[src/rtl/uart_pkg.sv]
// Shared types and defaults for the UART transmit arbiter.
package uart_pkg;

    // Arbiter sequencing states
    typedef enum logic [1:0] {
        IDLE      = 2'd0,
        ISSUE     = 2'd1,
        WAIT_BUSY = 2'd2,
        WAIT_DONE = 2'd3
    } arb_state_e;

    localparam int DEF_N_REQ       = 4;
    localparam int DEF_TIMEOUT_CYC = 16;

endpackage

[src/rtl/uart_tx_arbiter_if.sv]
// Producer-side request bus and transmitter-side byte handshake.
// master: producers plus transmitter (the environment); slave: the arbiter.
interface uart_tx_arbiter_if #(
    parameter int N_REQ = 4
);
    logic [N_REQ-1:0]   req;
    logic [N_REQ*8-1:0] req_data;
    logic [N_REQ-1:0]   ack;
    logic [7:0]         tx_din;
    logic               tx_wr_en;
    logic               tx_busy;

    modport master (
        output req, req_data, tx_busy,
        input  ack, tx_din, tx_wr_en
    );

    modport slave (
        input  req, req_data, tx_busy,
        output ack, tx_din, tx_wr_en
    );
endinterface

[src/rtl/rr_pick.sv]
// Combinational round-robin finder: first asserted request after last_grant,
// wrapping modulo N_REQ. Kept standalone so RX dispatch can reuse it.
module rr_pick #(
    parameter int N_REQ = 4,
    parameter int IDX_W = 2
) (
    input  logic [N_REQ-1:0] req,
    input  logic [IDX_W-1:0] last_grant,
    output logic             valid,
    output logic [IDX_W-1:0] idx
);

    logic [IDX_W-1:0] pos;

    // Scan farthest candidate first so the nearest one after last_grant wins
    always_comb begin
        valid = 1'b0;
        idx   = '0;
        pos   = '0;
        for (int k = N_REQ; k >= 1; k--) begin
            pos = IDX_W'((int'(last_grant) + k) % N_REQ);
            if (req[pos]) begin
                valid = 1'b1;
                idx   = pos;
            end
        end
    end

endmodule

[src/rtl/uart_tx_arbiter.sv]
// Round-robin arbiter sharing one UART byte transmitter among N_REQ producers.
//
// state     | meaning
// ----------+-----------------------------------------------------------
// IDLE      | line free; grant to next requester when en and !tx_busy
// ISSUE     | one cycle: tx_wr_en and ack[winner] asserted
// WAIT_BUSY | waiting for tx_busy to rise; timer guards against a dead TX
// WAIT_DONE | frame on the wire; tx_busy falling ends the frame
module uart_tx_arbiter
    import uart_pkg::*;
#(
    parameter int N_REQ       = DEF_N_REQ,
    parameter int IDX_W       = 2,
    parameter int TIMEOUT_CYC = DEF_TIMEOUT_CYC
) (
    input  logic                clk_50m,
    input  logic                rst_n,
    input  logic                en,
    uart_tx_arbiter_if.slave    bus,
    output logic [IDX_W-1:0]    cur_src,
    output logic                active,
    output logic                tx_done,
    output logic                err_timeout
);

    // Down-counter loaded with TIMEOUT_CYC-1; fault when it reaches zero
    localparam int TMR_W = (TIMEOUT_CYC > 1) ? $clog2(TIMEOUT_CYC) : 1;

    arb_state_e       state_q, state_d;
    logic [TMR_W-1:0] timer_q, timer_d;
    logic [IDX_W-1:0] last_grant_q, last_grant_d;
    logic [IDX_W-1:0] cur_src_q, cur_src_d;
    logic [7:0]       tx_din_q, tx_din_d;
    logic [N_REQ-1:0] ack_q, ack_d;
    logic             tx_wr_en_q, tx_wr_en_d;
    logic             active_q, active_d;
    logic             tx_done_q, tx_done_d;
    logic             err_timeout_q, err_timeout_d;

    logic             pick_valid;
    logic [IDX_W-1:0] pick_idx;

    rr_pick #(
        .N_REQ (N_REQ),
        .IDX_W (IDX_W)
    ) u_rr_pick (
        .req        (bus.req),
        .last_grant (last_grant_q),
        .valid      (pick_valid),
        .idx        (pick_idx)
    );

    // Next-state and registered-output logic; pulses default low every cycle
    always_comb begin
        state_d       = state_q;
        timer_d       = timer_q;
        last_grant_d  = last_grant_q;
        cur_src_d     = cur_src_q;
        tx_din_d      = tx_din_q;
        active_d      = active_q;
        ack_d         = '0;
        tx_wr_en_d    = 1'b0;
        tx_done_d     = 1'b0;
        err_timeout_d = 1'b0;

        unique case (state_q)
            IDLE: begin
                if (en && pick_valid && !bus.tx_busy) begin
                    tx_din_d        = bus.req_data[{pick_idx, 3'b000} +: 8];
                    cur_src_d       = pick_idx;
                    active_d        = 1'b1;
                    ack_d[pick_idx] = 1'b1;
                    tx_wr_en_d      = 1'b1;
                    state_d         = ISSUE;
                end
            end
            ISSUE: begin
                timer_d = TMR_W'(TIMEOUT_CYC - 1);
                state_d = WAIT_BUSY;
            end
            WAIT_BUSY: begin
                if (bus.tx_busy) begin
                    state_d = WAIT_DONE;
                end else if (timer_q == '0) begin
                    err_timeout_d = 1'b1;
                    last_grant_d  = cur_src_q;
                    active_d      = 1'b0;
                    state_d       = IDLE;
                end else begin
                    timer_d = timer_q - 1'b1;
                end
            end
            WAIT_DONE: begin
                if (!bus.tx_busy) begin
                    tx_done_d    = 1'b1;
                    last_grant_d = cur_src_q;
                    active_d     = 1'b0;
                    state_d      = IDLE;
                end
            end
            default: state_d = IDLE;
        endcase
    end

    // State and output registers; synchronous reset gives requester 0 first priority
    always_ff @(posedge clk_50m) begin
        if (!rst_n) begin
            state_q       <= IDLE;
            timer_q       <= '0;
            last_grant_q  <= IDX_W'(N_REQ - 1);
            cur_src_q     <= '0;
            tx_din_q      <= 8'h00;
            ack_q         <= '0;
            tx_wr_en_q    <= 1'b0;
            active_q      <= 1'b0;
            tx_done_q     <= 1'b0;
            err_timeout_q <= 1'b0;
        end else begin
            state_q       <= state_d;
            timer_q       <= timer_d;
            last_grant_q  <= last_grant_d;
            cur_src_q     <= cur_src_d;
            tx_din_q      <= tx_din_d;
            ack_q         <= ack_d;
            tx_wr_en_q    <= tx_wr_en_d;
            active_q      <= active_d;
            tx_done_q     <= tx_done_d;
            err_timeout_q <= err_timeout_d;
        end
    end

    assign bus.ack      = ack_q;
    assign bus.tx_din   = tx_din_q;
    assign bus.tx_wr_en = tx_wr_en_q;
    assign cur_src      = cur_src_q;
    assign active       = active_q;
    assign tx_done      = tx_done_q;
    assign err_timeout  = err_timeout_q;

endmodule
[src/flat_wrapper.sv]
// flat-port wrapper written by rule: the top's interface ports become plain ports
module uart_tx_arbiter_flat import uart_pkg::*;
#(
    parameter int N_REQ       = DEF_N_REQ,
    parameter int IDX_W       = 2,
    parameter int TIMEOUT_CYC = DEF_TIMEOUT_CYC
)
  (clk_50m, rst_n, en, cur_src, active, tx_done, err_timeout, bus_req, bus_req_data, bus_tx_busy, bus_ack, bus_tx_din, bus_tx_wr_en);
  uart_tx_arbiter_if #(.N_REQ(N_REQ)) bus_i ();
  input  logic clk_50m;
  input  logic rst_n;
  input  logic en;
  output logic [IDX_W-1:0] cur_src;
  output logic active;
  output logic tx_done;
  output logic err_timeout;
  input wire logic [$bits(bus_i.req)-1:0] bus_req;
  input wire logic [$bits(bus_i.req_data)-1:0] bus_req_data;
  input wire logic [$bits(bus_i.tx_busy)-1:0] bus_tx_busy;
  output wire logic [$bits(bus_i.ack)-1:0] bus_ack;
  output wire logic [$bits(bus_i.tx_din)-1:0] bus_tx_din;
  output wire logic [$bits(bus_i.tx_wr_en)-1:0] bus_tx_wr_en;
  assign bus_i.req = bus_req;
  assign bus_i.req_data = bus_req_data;
  assign bus_i.tx_busy = bus_tx_busy;
  assign bus_ack = bus_i.ack;
  assign bus_tx_din = bus_i.tx_din;
  assign bus_tx_wr_en = bus_i.tx_wr_en;
  uart_tx_arbiter #(.N_REQ(N_REQ), .IDX_W(IDX_W), .TIMEOUT_CYC(TIMEOUT_CYC)) u_core (.clk_50m(clk_50m), .rst_n(rst_n), .en(en), .bus(bus_i), .cur_src(cur_src), .active(active), .tx_done(tx_done), .err_timeout(err_timeout));
endmodule
[config.mk]
export PLATFORM = sky130hd
export DESIGN_NAME = uart_tx_arbiter_flat
export DESIGN_NICKNAME = d
export VERILOG_FILES = /design/src/rtl/uart_pkg.sv /design/src/rtl/uart_tx_arbiter_if.sv /design/src/rtl/rr_pick.sv /design/src/rtl/uart_tx_arbiter.sv /design/src/flat_wrapper.sv
export SDC_FILE = /design/constraint.sdc
export NUM_CORES = 1
export LEC_CHECK = 0
export ABC_AREA = 0
export CORE_MARGIN = 3
export CORE_UTILIZATION = 39
export CTS_BUF_LIST = sky130_fd_sc_hd__clkbuf_8
export CTS_CLUSTER_DIAMETER = 40
export CTS_CLUSTER_SIZE = 24
export DETAILED_ROUTE_END_ITERATION = 12
export PLACE_DENSITY = 0.87
export SYNTH_ARGS = -nofsm -noshare
export SYNTH_HDL_FRONTEND = slang
export SYNTH_HIERARCHICAL = 1
export SYNTH_SLANG_ARGS = --single-unit
[constraint.sdc]
create_clock -name clk_50m -period 1.8 [get_ports clk_50m]
set_input_delay 0.45 -clock clk_50m [delete_from_list [all_inputs] [get_ports clk_50m]]
set_output_delay 0.45 -clock clk_50m [all_outputs]
set_load 0.02 [all_outputs]
==> results.md, run 1 <==
* Syn Area/Cell at ~9.6 um2
* Top-count cell post-synth: dfxtp_1
* Vias at 1383
* Post-synthesis sequential area ratio at 0.3806
* Power Density at 733.4 mW/mm2
* YS warnings at 6
* DRT Wirelength at around 4000 um
* Hold slack at around 0.46 ns
* Inst Count DP at roughly 260
* Critical path class: in -> reg
* Compound-Gate Fraction of Synth Area at 0.1629
* # rows at 20
* Hold Path End: u_core/bus.tx_din[7]$_SDFFE_PN0P_
* Fin crit share at 0.9837
* Post-Synth Simple-Gate Area at 0.2040
* Ranking of synthesized cells by area: dfxtp_1 38%, mux4_2 13%, nand2_1 6.9%
* Vias in the first global route at about 1400
* H-tree depth at 1
* Overflow after GRT at 0
* Primary FF master, synth: dfxtp_1
* Reg2reg end: u_core/bus.tx_din[1]$_SDFFE_PN0P_
* IO Pins at 58
* Remaining DRCs at 0
* Lkg Pwr at 0.8609 nW
* Clock slew at reported path FFs at 0.09 ns
* Std-Cell Core Area at 0.003203 mm2
* Post-DP HPWL at about 2900 um
* Register-to-register setup slack at 0.05 ns
* EDFF count, synth at 0
* Met3 usage at 0.02564
* Met1 Use GR at 0.2182
* Area Growth Syn to Fin at 65.51%
* Gr usage total at 0.1925
* Worst-Skew Late Latency at ~0.27 ns
* Post-synth top cells: 26 x dfxtp_1, 25 x nand2_1, 17 x a21oi_1
* Total area of sequential cells at roughly 520 um2
* Final WS setup at just under 0.03 ns
* Nets at approximately 270
* Drt wl/cell at ~15 um
* Measured slew at the worst slew-check pin at 0.3176 ns
* FILL cells at approximately 260
* Mux share of post-synthesis cell area at 0.1537
* Die W at between 60 and 70 um
* # diodes at 0
* Dpl ws at -0.5434 ns
* Critical Path AT at a little under 2 ns
* R2R depth at 7
* Starting Density at 0.4270
* Crit end category: flop
* Synth area leader: dfxtp_1
* Post-Syn Area at between 0.001 and 0.0015 mm2
* Peak Freq at around 560 MHz
* Status: finished clean
* First-pass GRT wire length at ~6300 um
* Largest net degree at the start of global routing at 14
* DP Area at 0.002137 mm2
* Top-area cell type share of the netlist area at 0.3806
* XOR/XNOR Fraction of Synth Area at 0
* Clock Tree Root: clkbuf_8
* Post-route cell area at around 0.0023 mm2
* Fraction of layout cells with a size suffix above 1 at 0.2624
* Worst path required time at just under 2 ns
* Max Cap Viol at 0
* Post-layout util at 0.7066
* Vias per inst at approximately 5.2
* Max-slew headroom at 0.7883
* CTS Buffer Depth at 2
* Yosys cell types at 36
* Die Area at 0.004253 mm2
* Largest family of logic cells by synthesized area: simple AND/OR/NAND/NOR gates
* FF+latch count, synth at 26
* Syn nets at between 150 and 200
* Layout Skew at roughly 0.0057 ns
* Hold_sp: u_core/bus.tx_din[7]$_SDFFE_PN0P_
* DRT iter0 DRCs at 42
* Worst r2r src: u_core/last_grant_q[1]$_SDFFE_PN1P_
* Worst ir drop on vdd at 0.0003523 V
* TritonCTS clock tree: done
* Multi-input gate area at around 860 um2
* Antenna-violating nets left at 0
* PnR Total Power at roughly 1.7 mW
* Worst hold path type: reg -> reg
* Number of port buffers at 57
* Crit Path Max Fanout at 5
* Total negative slack at 0 ns
* GR Util met2 at 0.3552
* Num Clock Sinks at 26
* Final Max Tran Viols at 0
* Initial DRT Pass Iterations at 4
* Hold path cells at 2
* Async SR Flop Fraction at 0
* GRT Max-Usage Layer: met2
* Final setup viols at 0
* Final hold violation count at 0
* Antenna violations before repair at 0
* Final Non-Filler Cells at 265
* Synth Area in Adders at 0.05489
* CTS buffer count at 3
* Cell count after synthesis at roughly 140
* GPL Wtd Cong at approximately 0.85
* Die Height at 65.22 um
* Startpoint Class: primary input
* Post-layout min period at between 1.5 and 2 ns
[power by group]
group	total (mW)	switching, mW	leakage, nW	internal, mW
Sequential	0.680	0.0480	0.212	0.632
Clock	0.322	0.172	0.0216	0.150
Combinational	0.657	0.289	0.627	0.368
Total	1.66	0.509	0.861	1.15
[flip-flops by register name, summed over array words and instances (netlist names)]
register / count
u_core/timer_q: 4
u_core/err_timeout: 1
u_core/state_q: 2
u_core/last_grant_q: 2
u_core/active: 1
u_core/bus.ack: 4
u_core/bus.tx_wr_en: 1
u_core/bus.tx_din: 8
u_core/cur_src: 2
u_core/tx_done: 1
[layout by cell type, fill, tap and decap left out, types with 3 or more instances in the layout]
cell | netlist | layout
mux4_2 | 8 | 8
a21oi_2 | 1 | 4
a21oi_1 | 17 | 13
nand2_2 | 1 | 5
dfxtp_1 | 26 | 25
ha_1 | 6 | 4
o21ai_0 | 3 | 3
inv_1 | 7 | 7
clkdlybuf4s50_1 | 0 | 53
nand2_1 | 25 | 21
nand2b_1 | 7 | 5
a211oi_1 | 3 | 3
buf_4 | 1 | 21
nor3_1 | 3 | 3
clkbuf_8 | 0 | 3
nor2_1 | 6 | 6
[worst max-delay path by stage]
stage	depth (start not counted)	end	start	slack (ns)
2_1_floorplan	7	u_core/bus.tx_din[3]$_SDFFE_PN0P_	bus_req[2]	-0.07
3_3_place_gp	8	u_core/bus.tx_din[2]$_SDFFE_PN0P_	bus_req[2]	-0.48
3_5_place_dp	8	u_core/bus.tx_din[2]$_SDFFE_PN0P_	bus_req[2]	-0.54
4_1_cts	7	u_core/bus.tx_din[1]$_SDFFE_PN0P_	u_core/last_grant_q[1]$_SDFFE_PN1P_	0.01
5_1_grt	7	u_core/bus.tx_din[0]$_SDFFE_PN0P_	u_core/last_grant_q[1]$_SDFFE_PN1P_	-0.002
6_report	8	u_core/bus.tx_din[1]$_SDFFE_PN0P_	bus_req[2]	0.03
[repair_timing]
action / in CTS / in global routing
pin swaps: 4 / 6
setup endpoints to repair: 9 / 12
buffers inserted: 2 / 0
resized for setup: 17 / 14
gates cloned: 1 / 0
hold buffers: 0 / 0
[layer usage]
layer  wire [um]  vias up  share of wire
li1            -      672              -
met1        1618      664           0.41
met2        2149       39           0.54
met3         135        8          0.034
met4          72        0          0.018
met5           0        -              0
[cell type report]
type	instances	area share
Sequential cell	26	0.2316
Inverter	8	0.01327
Tap cell	44	0.02432
Timing Repair Buffer	80	0.3344
Clock buffer	3	0.01824
Multi-Input combinational cell	104	0.3781
[critical path: stages]
cell and delay, ns:
buf_2 0.13, and2b_2 0.25, a21oi_4 0.04, o221ai_4 0.25, buf_12 0.17, mux4_2 0.51
nand2_2 0.09, a21oi_2 0.06
[kinds of logic (layout without fill, tap and decap cells)]
group | count (synthesis) | in the layout
mux | 11 | 11
flops | 26 | 26
simple gates | 54 | 54
fa+ha+maj | 6 | 6
compound gates | 33 | 33
buf+inv | 13 | 91
No activity file was read; power rests on OpenSTA's default activity.
==> run 2, diff against run 1 <==
--- a/config.mk
+++ b/config.mk
@@ -7,12 +7,12 @@
 export LEC_CHECK = 0
 export ABC_AREA = 0
 export CORE_MARGIN = 3
-export CORE_UTILIZATION = 39
-export CTS_BUF_LIST = sky130_fd_sc_hd__clkbuf_8
+export CORE_UTILIZATION = 38
+export CTS_BUF_LIST = sky130_fd_sc_hd__clkbuf_16
 export CTS_CLUSTER_DIAMETER = 40
 export CTS_CLUSTER_SIZE = 24
 export DETAILED_ROUTE_END_ITERATION = 12
-export PLACE_DENSITY = 0.87
+export PLACE_DENSITY = 0.86
 export SYNTH_ARGS = -nofsm -noshare
 export SYNTH_HDL_FRONTEND = slang
 export SYNTH_HIERARCHICAL = 1
==> results.md, run 2 (synthesis gave the netlist of run 1 again) <==
* # rows at 21 (+5.0%)
* Max reg flops at 8 (unchanged)
* Commonest non-fill, non-tap cells in the layout: 53 x clkdlybuf4s50_1, 25 x dfxtp_1, 21 x buf_4
* Post-layout min period at 1.778 ns (+0.007813 ns)
* Critical Path AT at 1.97 ns (+0.04 ns)
* Nets at 269 (unchanged)
* Vias per inst at 5.269 (+0.95%)
* Antenna-violating nets left at 0 (unchanged)
* GPL Wtd Cong at 0.7898 (-6.9%)
* Commonest non-fill, non-tap cell in the layout: clkdlybuf4s50_1
* Largest net degree at the start of global routing at 15 (+1)
* Antenna violations before repair at 0 (unchanged)
* Area Growth Syn to Fin at 70.36%
* Max-slew headroom at 0.8189 (+0.03062)
* Die Height at 65.99 um (+1.2%)
* FILL cells at 251 (-2.7%)
* Post-layout util at 0.6873 (-0.01930)
* First-pass GRT wire length at 6134 um (-2.7%)
* Max Cap Viol at 0 (unchanged)
* Crit Path Max Fanout at 5 (unchanged)
* Starting Density at 0.4035 (-0.02348)
* Fin crit share at 0.9880 (+0.004340)
* Worst-Skew Late Latency at 0.26 ns (about the same)
* Power Density at 788.2 mW/mm2 (+7.5%)
* # diodes at 0 (unchanged)
* Std-Cell Core Area at 0.003390 mm2 (+5.8%)
* Remaining DRCs at 0 (unchanged)
* Total negative slack at 0 ns (unchanged)
* Final setup viols at 0 (unchanged)
* DRT Wirelength at 3995 um (+0.50%)
* CTS Buffer Depth at 2 (unchanged)
* Num Clock Sinks at 26 (unchanged)
* Critical path class: reg -> reg
* Startpoint Class: flop
* Layout Skew at 0.005344 ns (-0.0003450 ns)
* Measured slew at the worst slew-check pin at 0.2705 ns (-0.04711 ns)
* Die Area at 0.004355 mm2 (+2.4%)
* Post-DP HPWL at 2861 um (-2.1%)
* Worst ir drop on vdd at 0.0004319 V (+23%)
* IO Pins at 58 (unchanged)
* Final hold violation count at 0 (unchanged)
* DRT iter0 DRCs at 83 (+98%)
* Lkg Pwr at 0.8834 nW (+2.6%)
* CTS buffer count at 3 (unchanged)
* Final Max Tran Viols at 0 (unchanged)
* Worst hold path type: reg -> reg
* Number of port buffers at 57 (unchanged)
* Fraction of layout cells with a size suffix above 1 at 0.2748 (+0.01233)
* Vias at 1412 (+2.1%)
* Initial DRT Pass Iterations at 4 (unchanged)
* Die W at 65.99 um (+1.2%)
* H-tree depth at 1 (unchanged)
* Drt wl/cell at 14.91 um (-0.62%)
* Clock slew at reported path FFs at 0.06 ns (-0.03 ns)
* Peak Freq at 562.3 MHz (-0.44%)
* Status: finished clean
* Worst path required time at 1.99 ns (+0.03 ns)
* Clock Tree Root: clkbuf_16
* CTS Hold Buffers Added at 0 (unchanged)
* Overflow after GRT at 0 (unchanged)
* Crit end category: flop
* Vias in the first global route at 1418 (+2.5%)
* TritonCTS clock tree: done
* Gr usage total at 0.1818 (-0.01070)
==> run 2: cell count changes in the layout (fill, tap and decap cells not counted), sizes merged <==
cell	previous run	this run
clkinv	1	2
==> run 2: path summary, 6_finish.rpt <==
kind                            slack [ns]                                end  depth (start not counted)                         startpoint
worst max-delay path                  0.02         u_core/active$_SDFFE_PN0P_                          6     u_core/state_q[1]$_SDFFE_PN0P_
worst min-delay path                  0.46  u_core/bus.tx_din[6]$_SDFFE_PN0P_                          2  u_core/bus.tx_din[6]$_SDFFE_PN0P_
worst max register to register        0.02         u_core/active$_SDFFE_PN0P_                          6     u_core/state_q[1]$_SDFFE_PN0P_
worst min register to register        0.46  u_core/bus.tx_din[6]$_SDFFE_PN0P_                          2  u_core/bus.tx_din[6]$_SDFFE_PN0P_
==> run 2: report_power, final <==
| part | total (mW) | internal [mW] | switching (mW) |
|---|---|---|---|
| combinational | 0.667 | 0.370 | 0.297 |
| clock | 0.485 | 0.297 | 0.189 |
| sequential | 0.683 | 0.633 | 0.0502 |
| total | 1.84 | 1.30 | 0.536 |
==> run 2: stage by stage <==
stage / total power, mW / area, um2 / setup WS (ns) / hold slack (ns) / instances
final: 1.836 / 2330 / 0.02152 / 0.4562 / 268
after global routing: 1.936 / 2330 / -0.04259 / 0.4927 / 268
after CTS: 1.809 / 2247 / 0.006882 / 0.4605 / 266
after detailed placement: 1.295 / 2125 / -0.5283 / 0.4519 / 259
after global placement: 1.277 / 2125 / -0.4874 / 0.4440 / 259
after floorplan: 1.033 / 1383 / -0.06672 / 0.4608 / 143
==> run 2: area by class of cell <==
cell class              instances  area [um2]  share of cell area
clock buffers                   3       75.07             0.03222
clock inverters                 1       3.754            0.001611
inverters                       8       30.03             0.01289
multi-input cells             104       872.1              0.3743
flip-flops and latches         26       524.3              0.2250
well taps                      46       57.56             0.02470
repair buffers                 80       767.0              0.3292
==> run 2: layer usage <==
layer / up-vias / routed length (um) / global-route usage
met5: - / 0 / 0
met4: 0 / 106 / 0.1066
met3: 10 / 156 / 0.02551
met2: 51 / 2153 / 0.3104
met1: 674 / 1578 / 0.2154
li1: 677 / - / -
==> run 2: what timing repair did <==
| item | 4_1_cts | 5_1_grt |
|---|---|---|
| resized for setup | 16 | 22 |
| endpoints found under the setup margin | 10 | 11 |
| cloned | 1 | 0 |
| pin swaps | 3 | 7 |
| buffers inserted | 2 | 2 |
==> run 2: worst max-delay path, cell delays in order (launching register included) <==
cell,delay (ns)
dfxtp_1,0.43
inv_1,0.12
ha_2,0.23
o31ai_4,0.26
nand2_2,0.12
or4_1,0.42
a21oi_1,0.13
==> run 3, diff against run 2 <==
==> constraint.sdc (replaced) <==
create_clock -name clk_50m -period 1.5 [get_ports clk_50m]
set_input_delay 0.375 -clock clk_50m [delete_from_list [all_inputs] [get_ports clk_50m]]
set_output_delay 0.375 -clock clk_50m [all_outputs]
set_load 0.02 [all_outputs]
==> results.md, run 3 (synthesis gave the netlist of run 1 again) <==
* Starting Density at 0.4035 (unchanged)
* Power Density at 971.1 mW/mm2 (+23%)
* Area Growth Syn to Fin at 87.92%
* Fin crit share at 1.166 (+0.1775)
* # diodes at 0 (unchanged)
* Status: finished, violations left
* Post-layout util at 0.7582 (+0.07087)
* Std-Cell Core Area at 0.003390 mm2 (unchanged)
* Remaining DRCs at 0 (unchanged)
* Final Max Tran Viols at 0 (unchanged)
* First-pass GRT wire length at 7044 um (+15%)
* Commonest non-fill, non-tap cells in the layout: 33 x clkdlybuf4s50_1, 30 x buf_4, 21 x dfxtp_1
* Die Area at 0.004355 mm2 (unchanged)
* Worst ir drop on vdd at 0.0005310 V (+23%)
* Worst r2r src: u_core/last_grant_q[1]$_SDFFE_PN1P_
* Max-slew headroom at 0.7648 (-0.05408)
* Final Non-Filler Cells at 282 (+5.2%)
* Total negative slack at -1.759 ns (-1.759 ns)
* Clock Tree Root: clkbuf_16
* Num Clock Sinks at 26 (unchanged)
* Buf/Inv on CP at 1 (unchanged)
* Worst setup path endpoint: u_core/bus.tx_din[0]$_SDFFE_PN0P_
* Lkg Pwr at 1.064 nW (+20%)
* Final WS setup at -0.2483 ns (-0.2698 ns)
* H-tree depth at 1 (unchanged)
* Nets at 283 (+5.2%)
* Layout Skew at 0.002580 ns (-0.002765 ns)
* Measured slew at the worst slew-check pin at 0.3506 ns (+0.08014 ns)
* Final hold violation count at 0 (unchanged)
* Crit-path cells: nand2b_4 > a21oi_4 > o221ai_4 > clkbuf_16 > mux4_2 > nand2_2 > a21oi_2
* DRT iter0 DRCs at 72 (-13%)
* Inst Count DP at 269 (+3.9%)
* Register-to-register setup slack at -0.25 ns (-0.27 ns)
* TritonCTS clock tree: done
* Drt wl/cell at 16.47 um (+10%)
* RSZ-0062 raised after global routing: yes
* Post-layout min period at 1.748 ns (-0.03017 ns)
* Critical Path AT at 1.90 ns (-0.07 ns)
* Antenna-violating nets left at 0 (unchanged)
* Crit. Startpoint: u_core/last_grant_q[1]$_SDFFE_PN1P_
* Gr usage total at 0.2108 (+0.02902)
* Worst hold path type: reg -> reg
* Die W at 65.99 um (unchanged)
* Crit end category: flop
* DRT Wirelength at 4644 um (+16%)
* Vias in the first global route at 1559 (+9.9%)
* Crit Path Max Fanout at 5 (unchanged)
* Vias at 1498 (+6.1%)
* Die Height at 65.99 um (unchanged)
* Max Cap Viol at 0 (unchanged)
* # rows at 21 (unchanged)
* GPL Wtd Cong at 0.7958 (+0.76%)
* Cell depth of the worst setup path at 7 (+1)
* Slowest CP cell: mux4_2
* PnR Total Power at 2.496 mW (+36%)
* Final setup viols at 10 (+10)
* Clock slew at reported path FFs at 0.07 ns (about the same)
* Worst-Skew Late Latency at 0.25 ns (about the same)
* Overflow after GRT at 0 (unchanged)
* Largest net degree at the start of global routing at 15 (unchanged)
* CTS Buffer Depth at 2 (unchanged)
* R2R depth at 7 (+1)
* Post-DP HPWL at 3053 um (+6.7%)
* Critical path class: reg -> reg
* IO Pins at 58 (unchanged)
* CTS buffer count at 3 (unchanged)
* Startpoint Class: flop
* CP max stage delay at 0.50 ns (+0.07 ns)
* Vias per inst at 5.312 (+0.82%)
* Peak Freq at 572.0 MHz (+1.7%)
* CTS Hold Buffers Added at 0 (unchanged)
* Antenna violations before repair at 0 (unchanged)
* Max reg flops at 8 (unchanged)
* Reg2reg end: u_core/bus.tx_din[0]$_SDFFE_PN0P_
* Number of port buffers at 57 (unchanged)
* Failing checks: negative setup slack
* Fraction of layout cells with a size suffix above 1 at 0.3983 (+0.1235)
* Kind of cell adding the most delay to the critical path: multiplexers
* Worst path required time at 1.65 ns (-0.34 ns)
* Initial DRT Pass Iterations at 4 (unchanged)
* Hold slack at 0.4523 ns (-0.003895 ns)
* Commonest non-fill, non-tap cell in the layout: clkdlybuf4s50_1
==> run 3: worst min-delay path by stage <==
stage                                       from                             endpoint  slack [ns]  cells after the start
2_1_floorplan                              rst_n  u_core/last_grant_q[0]$_SDFFE_PN1P_        0.44                      1
3_3_place_gp   u_core/bus.tx_din[6]$_SDFFE_PN0P_    u_core/bus.tx_din[6]$_SDFFE_PN0P_        0.44                      2
3_5_place_dp   u_core/bus.tx_din[1]$_SDFFE_PN0P_    u_core/bus.tx_din[1]$_SDFFE_PN0P_        0.44                      2
4_1_cts        u_core/bus.tx_din[1]$_SDFFE_PN0P_    u_core/bus.tx_din[1]$_SDFFE_PN0P_        0.45                      2
5_1_grt        u_core/bus.tx_din[3]$_SDFFE_PN0P_    u_core/bus.tx_din[3]$_SDFFE_PN0P_        0.48                      2
6_report       u_core/bus.tx_din[3]$_SDFFE_PN0P_    u_core/bus.tx_din[3]$_SDFFE_PN0P_        0.45                      2
==> run 3: worst register-to-register path: stages (launching register included) <==
cell,delay [ns]
dfxtp_4,0.37
nand2b_4,0.14
a21oi_4,0.06
o221ai_4,0.24
clkbuf_16,0.21
mux4_2,0.50
nand2_2,0.08
a21oi_2,0.05
==> run 3: power breakdown <==
part | leakage, nW | internal [mW] | switching [mW]
Clock | 0.0385 | 0.357 | 0.236
Sequential | 0.214 | 0.766 | 0.0743
Combinational | 0.812 | 0.609 | 0.454
==> run 3: layout make-up <==
| type | instances | area, um2 |
|---|---|---|
| Inverter | 8 | 37.54 |
| Tap cell | 46 | 57.56 |
| Clock buffer | 3 | 75.07 |
| Sequential cell | 26 | 534.3 |
| Fill cell | 206 | 819.5 |
| Multi-Input combinational cell | 104 | 985.9 |
| Clock inverter | 1 | 3.754 |
| Timing Repair Buffer | 94 | 875.8 |
==> run 3: what timing repair did <==
item	in CTS	in global routing
buffers inserted	3	4
setup endpoints to repair	39	21
pin swaps	12	14
gates resized for setup	59	31
cloned	1	1
==> run 3: per-stage QoR <==
stage,area [um2],setup WS [ns]
4_1_cts,2427,-0.2743
5_1_grt,2570,-0.2756
3_5_place_dp,2207,-0.7704
6_report,2570,-0.2483
2_1_floorplan,1390,-0.2917
3_3_place_gp,2207,-0.7173
==> run 3: layer usage <==
layer | GRT usage | share of wire
met5 | 0 | 0
met1 | 0.2306 | 0.39
met4 | 0.08376 | 0.023
met2 | 0.3992 | 0.54
met3 | 0.03401 | 0.045
